===== src/rtl/vga_fb_scanout.sv =====
// Framebuffer scan-out engine: 640x480@60 raster timing, one BRAM read per visible pixel,
// hs/vs delayed to stay aligned with the registered rgb after the BRAM read latency.
module vga_fb_scanout #(
  parameter int unsigned H_VIS  = 640,
  parameter int unsigned H_FP   = 16,
  parameter int unsigned H_SYNC = 96,
  parameter int unsigned H_BP   = 48,
  parameter int unsigned V_VIS  = 480,
  parameter int unsigned V_FP   = 10,
  parameter int unsigned V_SYNC = 2,
  parameter int unsigned V_BP   = 33,
  parameter int unsigned RD_LAT = 1
) (
  input  logic        clk,
  input  logic        rst,
  input  logic [18:0] fb_base,
  output logic [18:0] mem_addr,
  output logic        mem_rd,
  input  logic [15:0] mem_data,
  output logic        hs,
  output logic        vs,
  output logic [11:0] rgb,
  output logic        vblank,
  output logic        frame_start
);

  localparam int unsigned H_TOT = H_VIS + H_FP + H_SYNC + H_BP;
  localparam int unsigned V_TOT = V_VIS + V_FP + V_SYNC + V_BP;
  localparam int unsigned HW    = $clog2(H_TOT);
  localparam int unsigned VW    = $clog2(V_TOT);
  localparam int unsigned VD    = RD_LAT + 1;
  localparam int unsigned SD    = RD_LAT + 2;

  localparam logic [HW-1:0] H_VIS_C  = HW'(H_VIS);
  localparam logic [HW-1:0] H_LAST   = HW'(H_TOT - 1);
  localparam logic [HW-1:0] HS_BEG   = HW'(H_VIS + H_FP);
  localparam logic [HW-1:0] HS_END   = HW'(H_VIS + H_FP + H_SYNC - 1);
  localparam logic [VW-1:0] V_VIS_C  = VW'(V_VIS);
  localparam logic [VW-1:0] V_LAST   = VW'(V_TOT - 1);
  localparam logic [VW-1:0] VS_BEG   = VW'(V_VIS + V_FP);
  localparam logic [VW-1:0] VS_END   = VW'(V_VIS + V_FP + V_SYNC - 1);

  logic [HW-1:0] h_cnt_q, h_cnt_d;
  logic [VW-1:0] v_cnt_q, v_cnt_d;
  logic [18:0]   addr_cnt_q, addr_cnt_d;
  logic [18:0]   mem_addr_q, mem_addr_d;
  logic          mem_rd_q, mem_rd_d;
  logic [VD-1:0] vis_pipe_q, vis_pipe_d;
  logic [SD-1:0] hs_pipe_q, hs_pipe_d;
  logic [SD-1:0] vs_pipe_q, vs_pipe_d;
  logic [11:0]   rgb_q, rgb_d;
  logic          vblank_q, vblank_d;
  logic          frame_start_q, frame_start_d;

  logic          visible;
  logic          h_wrap;
  logic          frame_wrap;
  logic          unused_data;

  assign unused_data = ^mem_data[15:12];

  always_comb begin
    visible    = (h_cnt_q < H_VIS_C) && (v_cnt_q < V_VIS_C);
    h_wrap     = (h_cnt_q == H_LAST);
    frame_wrap = h_wrap && (v_cnt_q == V_LAST);

    h_cnt_d = h_wrap ? '0 : h_cnt_q + HW'(1);
    v_cnt_d = v_cnt_q;
    if (h_wrap) begin
      v_cnt_d = (v_cnt_q == V_LAST) ? '0 : v_cnt_q + VW'(1);
    end

    // addr_cnt carries base + v*H_VIS + h; the frame wrap is never visible, so the two cases are exclusive
    addr_cnt_d = addr_cnt_q;
    if (frame_wrap) begin
      addr_cnt_d = fb_base;
    end else if (visible) begin
      addr_cnt_d = addr_cnt_q + 19'd1;
    end

    mem_addr_d = visible ? addr_cnt_q : mem_addr_q;
    mem_rd_d   = visible;

    vis_pipe_d = {vis_pipe_q[VD-2:0], visible};
    hs_pipe_d  = {hs_pipe_q[SD-2:0], ~((h_cnt_q >= HS_BEG) && (h_cnt_q <= HS_END))};
    vs_pipe_d  = {vs_pipe_q[SD-2:0], ~((v_cnt_q >= VS_BEG) && (v_cnt_q <= VS_END))};

    rgb_d = vis_pipe_q[VD-1] ? mem_data[11:0] : '0;

    vblank_d      = (v_cnt_q >= V_VIS_C);
    frame_start_d = frame_wrap;
  end

  always_ff @(posedge clk or posedge rst) begin
    if (rst) begin
      h_cnt_q       <= '0;
      v_cnt_q       <= '0;
      addr_cnt_q    <= '0;
      mem_addr_q    <= '0;
      mem_rd_q      <= 1'b0;
      vis_pipe_q    <= '0;
      hs_pipe_q     <= '1;
      vs_pipe_q     <= '1;
      rgb_q         <= '0;
      vblank_q      <= 1'b0;
      frame_start_q <= 1'b0;
    end else begin
      h_cnt_q       <= h_cnt_d;
      v_cnt_q       <= v_cnt_d;
      addr_cnt_q    <= addr_cnt_d;
      mem_addr_q    <= mem_addr_d;
      mem_rd_q      <= mem_rd_d;
      vis_pipe_q    <= vis_pipe_d;
      hs_pipe_q     <= hs_pipe_d;
      vs_pipe_q     <= vs_pipe_d;
      rgb_q         <= rgb_d;
      vblank_q      <= vblank_d;
      frame_start_q <= frame_start_d;
    end
  end

  assign mem_addr    = mem_addr_q;
  assign mem_rd      = mem_rd_q;
  assign hs          = hs_pipe_q[SD-1];
  assign vs          = vs_pipe_q[SD-1];
  assign rgb         = rgb_q;
  assign vblank      = vblank_q;
  assign frame_start = frame_start_q;

endmodule


===== config.mk =====
export PLATFORM = sky130hd
export DESIGN_NAME = vga_fb_scanout
export DESIGN_NICKNAME = d
export VERILOG_FILES = /design/src/rtl/vga_fb_scanout.sv
export SDC_FILE = /design/constraint.sdc
export NUM_CORES = 1
export LEC_CHECK = 0
export ABC_CLOCK_PERIOD_IN_PS = 2680
export BUFFER_PORTS_ARGS = -buffer_cell sky130_fd_sc_hd__buf_4
export CAP_MARGIN = 0
export CORE_ASPECT_RATIO = 1.25
export CORE_UTILIZATION = 50
export CTS_BUF_LIST = sky130_fd_sc_hd__clkbuf_8
export DETAILED_ROUTE_END_ITERATION = 8
export GPL_TIMING_DRIVEN = 0
export PLACE_DENSITY = 0.77
export RECOVER_POWER = 100
export SLEW_MARGIN = 5
export SYNTH_ARGS = -nofsm -noshare
export SYNTH_HDL_FRONTEND = slang
export SYNTH_SLANG_ARGS = --single-unit
export TNS_END_PERCENT = 10

===== constraint.sdc =====
create_clock -name clk -period 2.68 [get_ports clk]
set_input_delay 0.536 -clock clk [delete_from_list [all_inputs] [get_ports clk]]
set_output_delay 0.536 -clock clk [all_outputs]
set_load 0.005 [all_outputs]

==> metrics.cfg, run 1 <==
[status]
status = finished, violations left
violations = max-capacitance violations, max-slew violations

[clocking]
root_buffer = clkbuf_8
cts_tree = built
cts_inserted_buffers = 9
postCtsHoldBufs = 0
cts_max_level = 3
clkLatencyLatePin_ps = 350
cts_buffer_depth = 2
path_clk_slew_ps = 80
cts.sinks = 80

[drt]
postRouteWirelength_um = 8450
drt-met1-wl_um = 3560
firstDrtPassIters = 4
highest_layer = met4
wl_per_cell_um = 16.0
remaining_drc_errors = 0
final_antenna_net_count = 0
viasPerCell = 5.61
wl_met3_um = 470
drt-initial-drc-count = 206
wl_met2_um = 4270
via_count = 2961

[timing]
hold_violations = 0
rsz0062_at_grt = yes
tightest_slew_ps = 1680
finClkSkew_ps = 14.0
maxSlewHeadroom = -0.123
maxSlewViolCount = 71
setup_viol = 0
fin_crit_sh = 0.935
hold-worst-slack_ps = 177
fmax_mhz = 399
min_period_ps = 2500
fin_tns_setup_ps = 0

[logic_synthesis]
synth_top_cell_by_area = dfrtp_1
syn_area_um2 = 3570
ys_types = 45
synth_nets = 396
synthFlopType = dfrtp_1
synth_top_cell_area_share = 0.519
synth-edff-count = 0
synthArstFlopShare = 1.00
ys_warn_count = 0
synth_area_per_cell_um2 = 10.1
synth_cells = 353
ys_seq_area_frac = 0.563
synthTopCellsByArea = dfrtp_1 52%, nand2_1 6.8%, dfstp_2 4.4%, xnor2_1 2.9%, nand3_1 2.5%
synth-seq-cells = 80

[worst_setup_path]
cp.arrival_ps = 2780
worst-path-max-fanout = 7
critical_path_class = reg2reg
max_stage_delay_ps = 550
cp_cell_sequence = a41oi_1 -> inv_2 -> or4_1 -> clkbuf_1 -> or4_1 -> a31oi_1
crit_top_cell = or4_1
reg2reg_from = v_cnt_q[8]$_DFFE_PP0N_
end_kind = flip-flop
critPathRequiredTime_ps = 2950
cp-startpoint = v_cnt_q[8]$_DFFE_PP0N_
critPathLaunchType = flip-flop
slowest_stage = or4_1
r2r_cells = 6
r2r_slack_ps = 180

[die]
die_y_um = 96.5
ios = 73
die_w_um = 77.6
fp-row-count = 34
die-area_um2 = 7480
initial_core_util = 0.515
fp.coreArea_um2 = 6930

[finish]
seq_area_um2 = 2010
n_fill_cell = 596
most-common-layout-cells = 74 x dfrtp_1, 65 x nand2_1, 34 x clkbuf_4
layout-drive-gt1-share = 0.215
layout_commonest_cell = dfrtp_1
multi_input_area_um2 = 1460
n_antenna_cell = 0
area_delta_synth_final_pct = 23.7
fin_area_um2 = 4410
fin_nets = 476

[pwr]
power.leakage_nw = 1.94
powerDensity_nw_per_um2 = 594
vdd_drop_max_mv = 0.301

[place]
gp_congestion = 0.899
dp_hpwl_um = 6010
port_buffers = 68
place_area_um2 = 4220

[global_route]
grt_pass1_vias = 2823
track_usage = 0.242
grt_max_degree = 71
grt_overflow = 0
antenna_found_initial = 0
grt_pass1_wl_um = 13600

[min_path]
hp-class = in2async

[flow_run]
maxCapViolations = 1

-- synth_stat cells (2+ instances only) --
| cell | instances |
|---|---|
| dfrtp_1 | 74 |
| nand2_1 | 65 |
| nand3_1 | 18 |
| and2_1 | 14 |
| clkbuf_1 | 14 |
| nor2_1 | 14 |
| o21ai_0 | 13 |
| xnor2_1 | 12 |
| inv_1 | 11 |
| o31ai_1 | 11 |
| nand4_1 | 10 |
| nor3_1 | 10 |
| nor4_1 | 10 |
| a31oi_1 | 9 |
| or4_1 | 9 |
| and3_1 | 6 |
| dfstp_2 | 6 |
| ha_1 | 6 |
| or3_1 | 4 |
| a211oi_1 | 3 |
| a2bb2oi_1 | 3 |
| xor2_1 | 3 |
| a21oi_1 | 2 |
| a32oi_1 | 2 |
| buf_1 | 2 |
| nand2b_1 | 2 |
| o21a_1 | 2 |
-- sequential cells by signal, indices dropped and copies added, names as in the netlist --
register and cells:
v_cnt_q 10, hs_pipe_q 3, rgb 12, addr_cnt_q 19, mem_addr 19, h_cnt_q 10
vblank 1, frame_start 1, vs_pipe_q 3, vis_pipe_q 2
-- per-stage QoR --
step	utilization	total power (W)	cells	worst slack [ps]
4_1_cts	0.641	0.00266	528	135
3_3_place_gp	0.604	0.00167	511	-787
3_5_place_dp	0.609	0.00168	512	154
6_report	0.636	0.00262	528	175
2_1_floorplan	-	0.00151	353	102
5_1_grt	0.636	0.00274	528	10.6
-- critical path: cells and delay by family (launching register included) --
family,cells,cell delay [ps]
flops,1,460
compound gates,2,610
simple gates,2,1070
buf+inv,2,290
-- logic make-up (layout without fill, tap and decap cells) --
| group | after synthesis | after routing | share of synthesized area |
|---|---|---|---|
| AOI/OAI and AO/OA | 53 | 53 | 0.104 |
| xor gates and xnor gates | 15 | 15 | 0.0368 |
| adders and majority gates | 6 | 6 | 0.0210 |
| buffers and inverters | 28 | 113 | 0.0295 |
| DFF | 80 | 80 | 0.563 |
| muxes | 2 | 2 | 0.00596 |
| and+or+nand+nor | 169 | 169 | 0.239 |
-- path summary, 6_finish.rpt --
kind,to
min in group clk,vs_pipe_q[1]$_DFF_PP1_
max in group asynchronous,addr_cnt_q[12]$_DFFE_PP0P_
setup reg to reg,addr_cnt_q[18]$_DFFE_PP0P_
hold / removal,v_cnt_q[9]$_DFFE_PP0N_
setup / recovery,addr_cnt_q[18]$_DFFE_PP0P_
hold reg to reg,vs_pipe_q[1]$_DFF_PP1_
-- routing by layer --
layer  GRT usage  up-vias
met1       0.299     1423
met2       0.407       99
met4       0.148        0
met5           0        -
met3      0.0319       13
li1            -     1426
-- repair_timing --
item | in CTS | in global routing
hold endpoints to repair | 0 | 0
buffers inserted | 0 | 0
gates resized for setup | 0 | 5
setup endpoints to repair | 0 | 14
-- power breakdown --
| group | internal [W] | switching [W] |
|---|---|---|
| sequential | 0.00129 | 0.0000782 |
| combinational | 0.000145 | 0.000131 |
| clock | 0.000546 | 0.000430 |
| total | 0.00198 | 0.000639 |
-- layout make-up --
type                       count  share of cell area
timing repair buffer          69               0.114
buffer                        16              0.0142
sequential                    80               0.455
multi-input combinational    245               0.330
clock buffer                  10              0.0312
clock inverter                 6              0.0193
inverter                      12              0.0105
tap                           90              0.0255
(Power assumes the default switching activity.)
==> inputs of run 2 (changes only) <==
Settings changed: ABC_AREA set to 1, PLACE_DENSITY 0.77 to 0.76.
==> run 2 against run 1 <==
  * Via count increased by 18%
  * The run still ends with max-capacitance violations, max-slew violations left
  * Power decreased by 22%
  * Critical path depth increased by 5
  * Clock power decreased by 23%
  * Highest routed layer unchanged
  * Sequential share of layout area decreased by 3.2 points
  * Non-clock buffer count decreased by 1
  * Flip-flop and latch count unchanged
  * Global-route usage decreased by 1.2 points
  * Largest power group unchanged
  * Core utilization decreased by 2.4 points
  * Worst hold slack improved by 180 ps
  * Synthesized area increased by 11%
==> metrics.cfg, run 2 <==
[clocking]
cts_inserted_buffers = 9  ; unchanged
ctsResizeCount = 0  ; unchanged
postCtsHoldBufs = 0  ; unchanged
cts_setup_buffers = 0  ; unchanged
cts_tree = built
root_buffer = clkbuf_8
cts_buffer_depth = 2  ; unchanged
path_clk_slew_ps = 80  ; about the same
clkLatencyLatePin_ps = 350  ; about the same
cts.sinks = 80  ; unchanged
cts_max_level = 3  ; unchanged

[worst_setup_path]
cp.arrival_ps = 2320  ; -460 ps
cp_cell_sequence = inv_1 -> ha_1 -> inv_1 -> nor2_1 -> nand2_1 -> nor2_1 -> nand2_1 -> clkbuf_1 -> buf_2 -> nand3_1 -> nand2_1
critPathRequiredTime_ps = 2920  ; -30 ps
critPathLaunchType = flip-flop
end_kind = flip-flop
crit_family = buffers and inverters
worst-path-max-fanout = 10  ; +3
slowest_stage = dfrtp_1
critical_path_class = reg2reg
crit_top_cell = nand2_1
path_buf_inv = 4  ; +2
max_stage_delay_ps = 460  ; -90 ps

[timing]
fmax_mhz = 480  ; +20%
setup_viol = 0  ; unchanged
min_period_ps = 2090  ; -419 ps
hold_violations = 0  ; unchanged
hold-worst-slack_ps = 358  ; +181 ps
tightest_slew_ps = 1680  ; +0.0341 ps
maxSlewHeadroom = -0.129  ; -0.00620
fin_tns_setup_ps = 0  ; unchanged
rsz0062_at_grt = no
maxSlewViolCount = 39  ; -45%
finClkSkew_ps = 9.77  ; -4.22 ps
fin_crit_sh = 0.778  ; -0.157

[die]
fp.coreArea_um2 = 7750  ; +12%
die_w_um = 81.8  ; +5.4%
die-area_um2 = 8320  ; +11%
initial_core_util = 0.513  ; -0.00121
die_y_um = 102  ; +5.5%
fp-row-count = 36  ; +5.9%
ios = 73  ; unchanged

[pwr]
power.leakage_nw = 2.41  ; +24%
powerDensity_nw_per_um2 = 432  ; -27%
vdd_drop_max_mv = 0.311  ; +3.1%
power_w = 0.00205  ; -22%

[logic_synthesis]
synth_top_cell_by_area = dfrtp_1
synthTopCellsByArea = dfrtp_1 47%, nand2_1 15%, nand3_1 8.3%, inv_1 6.0%, nor2_1 4.4%
synth_top_cell_area_share = 0.466  ; -0.0534
synth_cells = 512  ; +45%
syn_area_um2 = 3980  ; +11%
synth_nets = 555  ; +40%
synth-edff-count = 0  ; unchanged
synthArstFlopShare = 1.00  ; unchanged
ys_seq_area_frac = 0.505  ; -0.0579
synth_area_per_cell_um2 = 7.77  ; -23%
synth_most_common_cell = nand2_1
ys_warn_count = 0  ; unchanged
synthFlopType = dfrtp_1
synth-seq-cells = 80  ; unchanged
ys_types = 32  ; -29%
synthTopCellsByCount = 159 x nand2_1, 74 x dfrtp_1, 66 x nand3_1, 64 x inv_1, 47 x nor2_1

[drt]
postRouteWirelength_um = 8700  ; +3.0%
drt-initial-drc-count = 180  ; -13%
remaining_drc_errors = 0  ; unchanged
final_antenna_net_count = 0  ; unchanged
viasPerCell = 5.05  ; -10%
wl_per_cell_um = 12.6  ; -21%
via_count = 3492  ; +18%
firstDrtPassIters = 4  ; unchanged

[place]
port_buffers = 68  ; unchanged
place_area_um2 = 4630  ; +9.7%
dp_hpwl_um = 6590  ; +9.6%
place_inst = 676  ; +32%
gp_congestion = 0.895  ; -0.51%

[finish]
area_delta_synth_final_pct = 19.4
n_antenna_cell = 0  ; unchanged
fin_area_um2 = 4750  ; +7.6%
stdcell_count = 692  ; +31%
most-common-layout-cells = 160 x nand2_1, 74 x dfrtp_1, 66 x nand3_1, 66 x inv_1, 49 x nor2_1
fin_nets = 635  ; +33%
layout-drive-gt1-share = 0.171  ; -0.0438
layout_commonest_cell = nand2_1

[global_route]
grt_max_degree = 43  ; -39%
grt_overflow = 0  ; unchanged
grt_pass1_wl_um = 14500  ; +6.2%
track_usage = 0.229  ; -0.0125
grt_pass1_vias = 3300  ; +17%
antenna_found_initial = 0  ; unchanged

[status]
violations = max-capacitance violations, max-slew violations
status = finished, violations left

[flow_run]
maxCapViolations = 1  ; unchanged

[min_path]
hp-class = reg2reg

[run 2: changes by cell type after synthesis, sizes merged, moves of 12 or more]
cell    previous run  this run
nand3             18        67
and2              14         1
inv               12        68
nand2             65       161
o21ai             13        28
clkbuf            14         2
nor2              14        51
[run 2: stage by stage]
stage	setup slack, ps	utilization
3_3_place_gp	-770	0.595
2_1_floorplan	102	-
6_report	595	0.613
5_1_grt	349	0.613
4_1_cts	870	0.619
3_5_place_dp	892	0.598
[run 2: kinds of logic after synthesis]
group / synth area share
compound gates: 0.0560
xor+xnor: 0.0154
fa+ha+maj: 0.0189
buf+inv: 0.0884
flops: 0.505
simple gates: 0.316
[run 2: routing by layer]
layer,GRT usage,share of wire,vias up
met3,0.0514,0.043,17
met5,0,0,-
li1,-,-,1765
met2,0.393,0.50,77
met1,0.280,0.44,1633
met4,0.0810,0.020,0
[run 2: area by class of cell]
type,instances,area (um^2)
Clock buffer,9,124
Fill cell,753,3000
Sequential cell,80,2010
Buffer,15,78.8
Inverter,68,256
Timing Repair Buffer,69,519
Tap cell,95,119
Clock inverter,7,42.5
Multi-Input combinational cell,349,1600
[run 2: power breakdown]
group | internal, W | switching (W)
sequential | 0.00122 | 0.00000224
combinational | 0.0000448 | 0.0000396
clock | 0.000327 | 0.000422
total | 0.00159 | 0.000464
[run 2: path summary, 6_finish.rpt]
| path | endpoint | cells after the start | start | slack [ps] |
|---|---|---|---|---|
| max in group asynchronous | vs_pipe_q[0]$_DFF_PP1_ | 3 | rst | 1180 |
| setup / recovery | addr_cnt_q[11]$_DFFE_PP0P_ | 11 | v_cnt_q[0]$_DFFE_PP0N_ | 590 |
| setup reg to reg | addr_cnt_q[11]$_DFFE_PP0P_ | 11 | v_cnt_q[0]$_DFFE_PP0N_ | 590 |
| min in group asynchronous | rgb[4]$_DFF_PP0_ | 2 | rst | 600 |
| hold reg to reg | hs_pipe_q[2]$_DFF_PP1_ | 0 | hs_pipe_q[1]$_DFF_PP1_ | 360 |
| hold / removal | hs_pipe_q[2]$_DFF_PP1_ | 0 | hs_pipe_q[1]$_DFF_PP1_ | 360 |
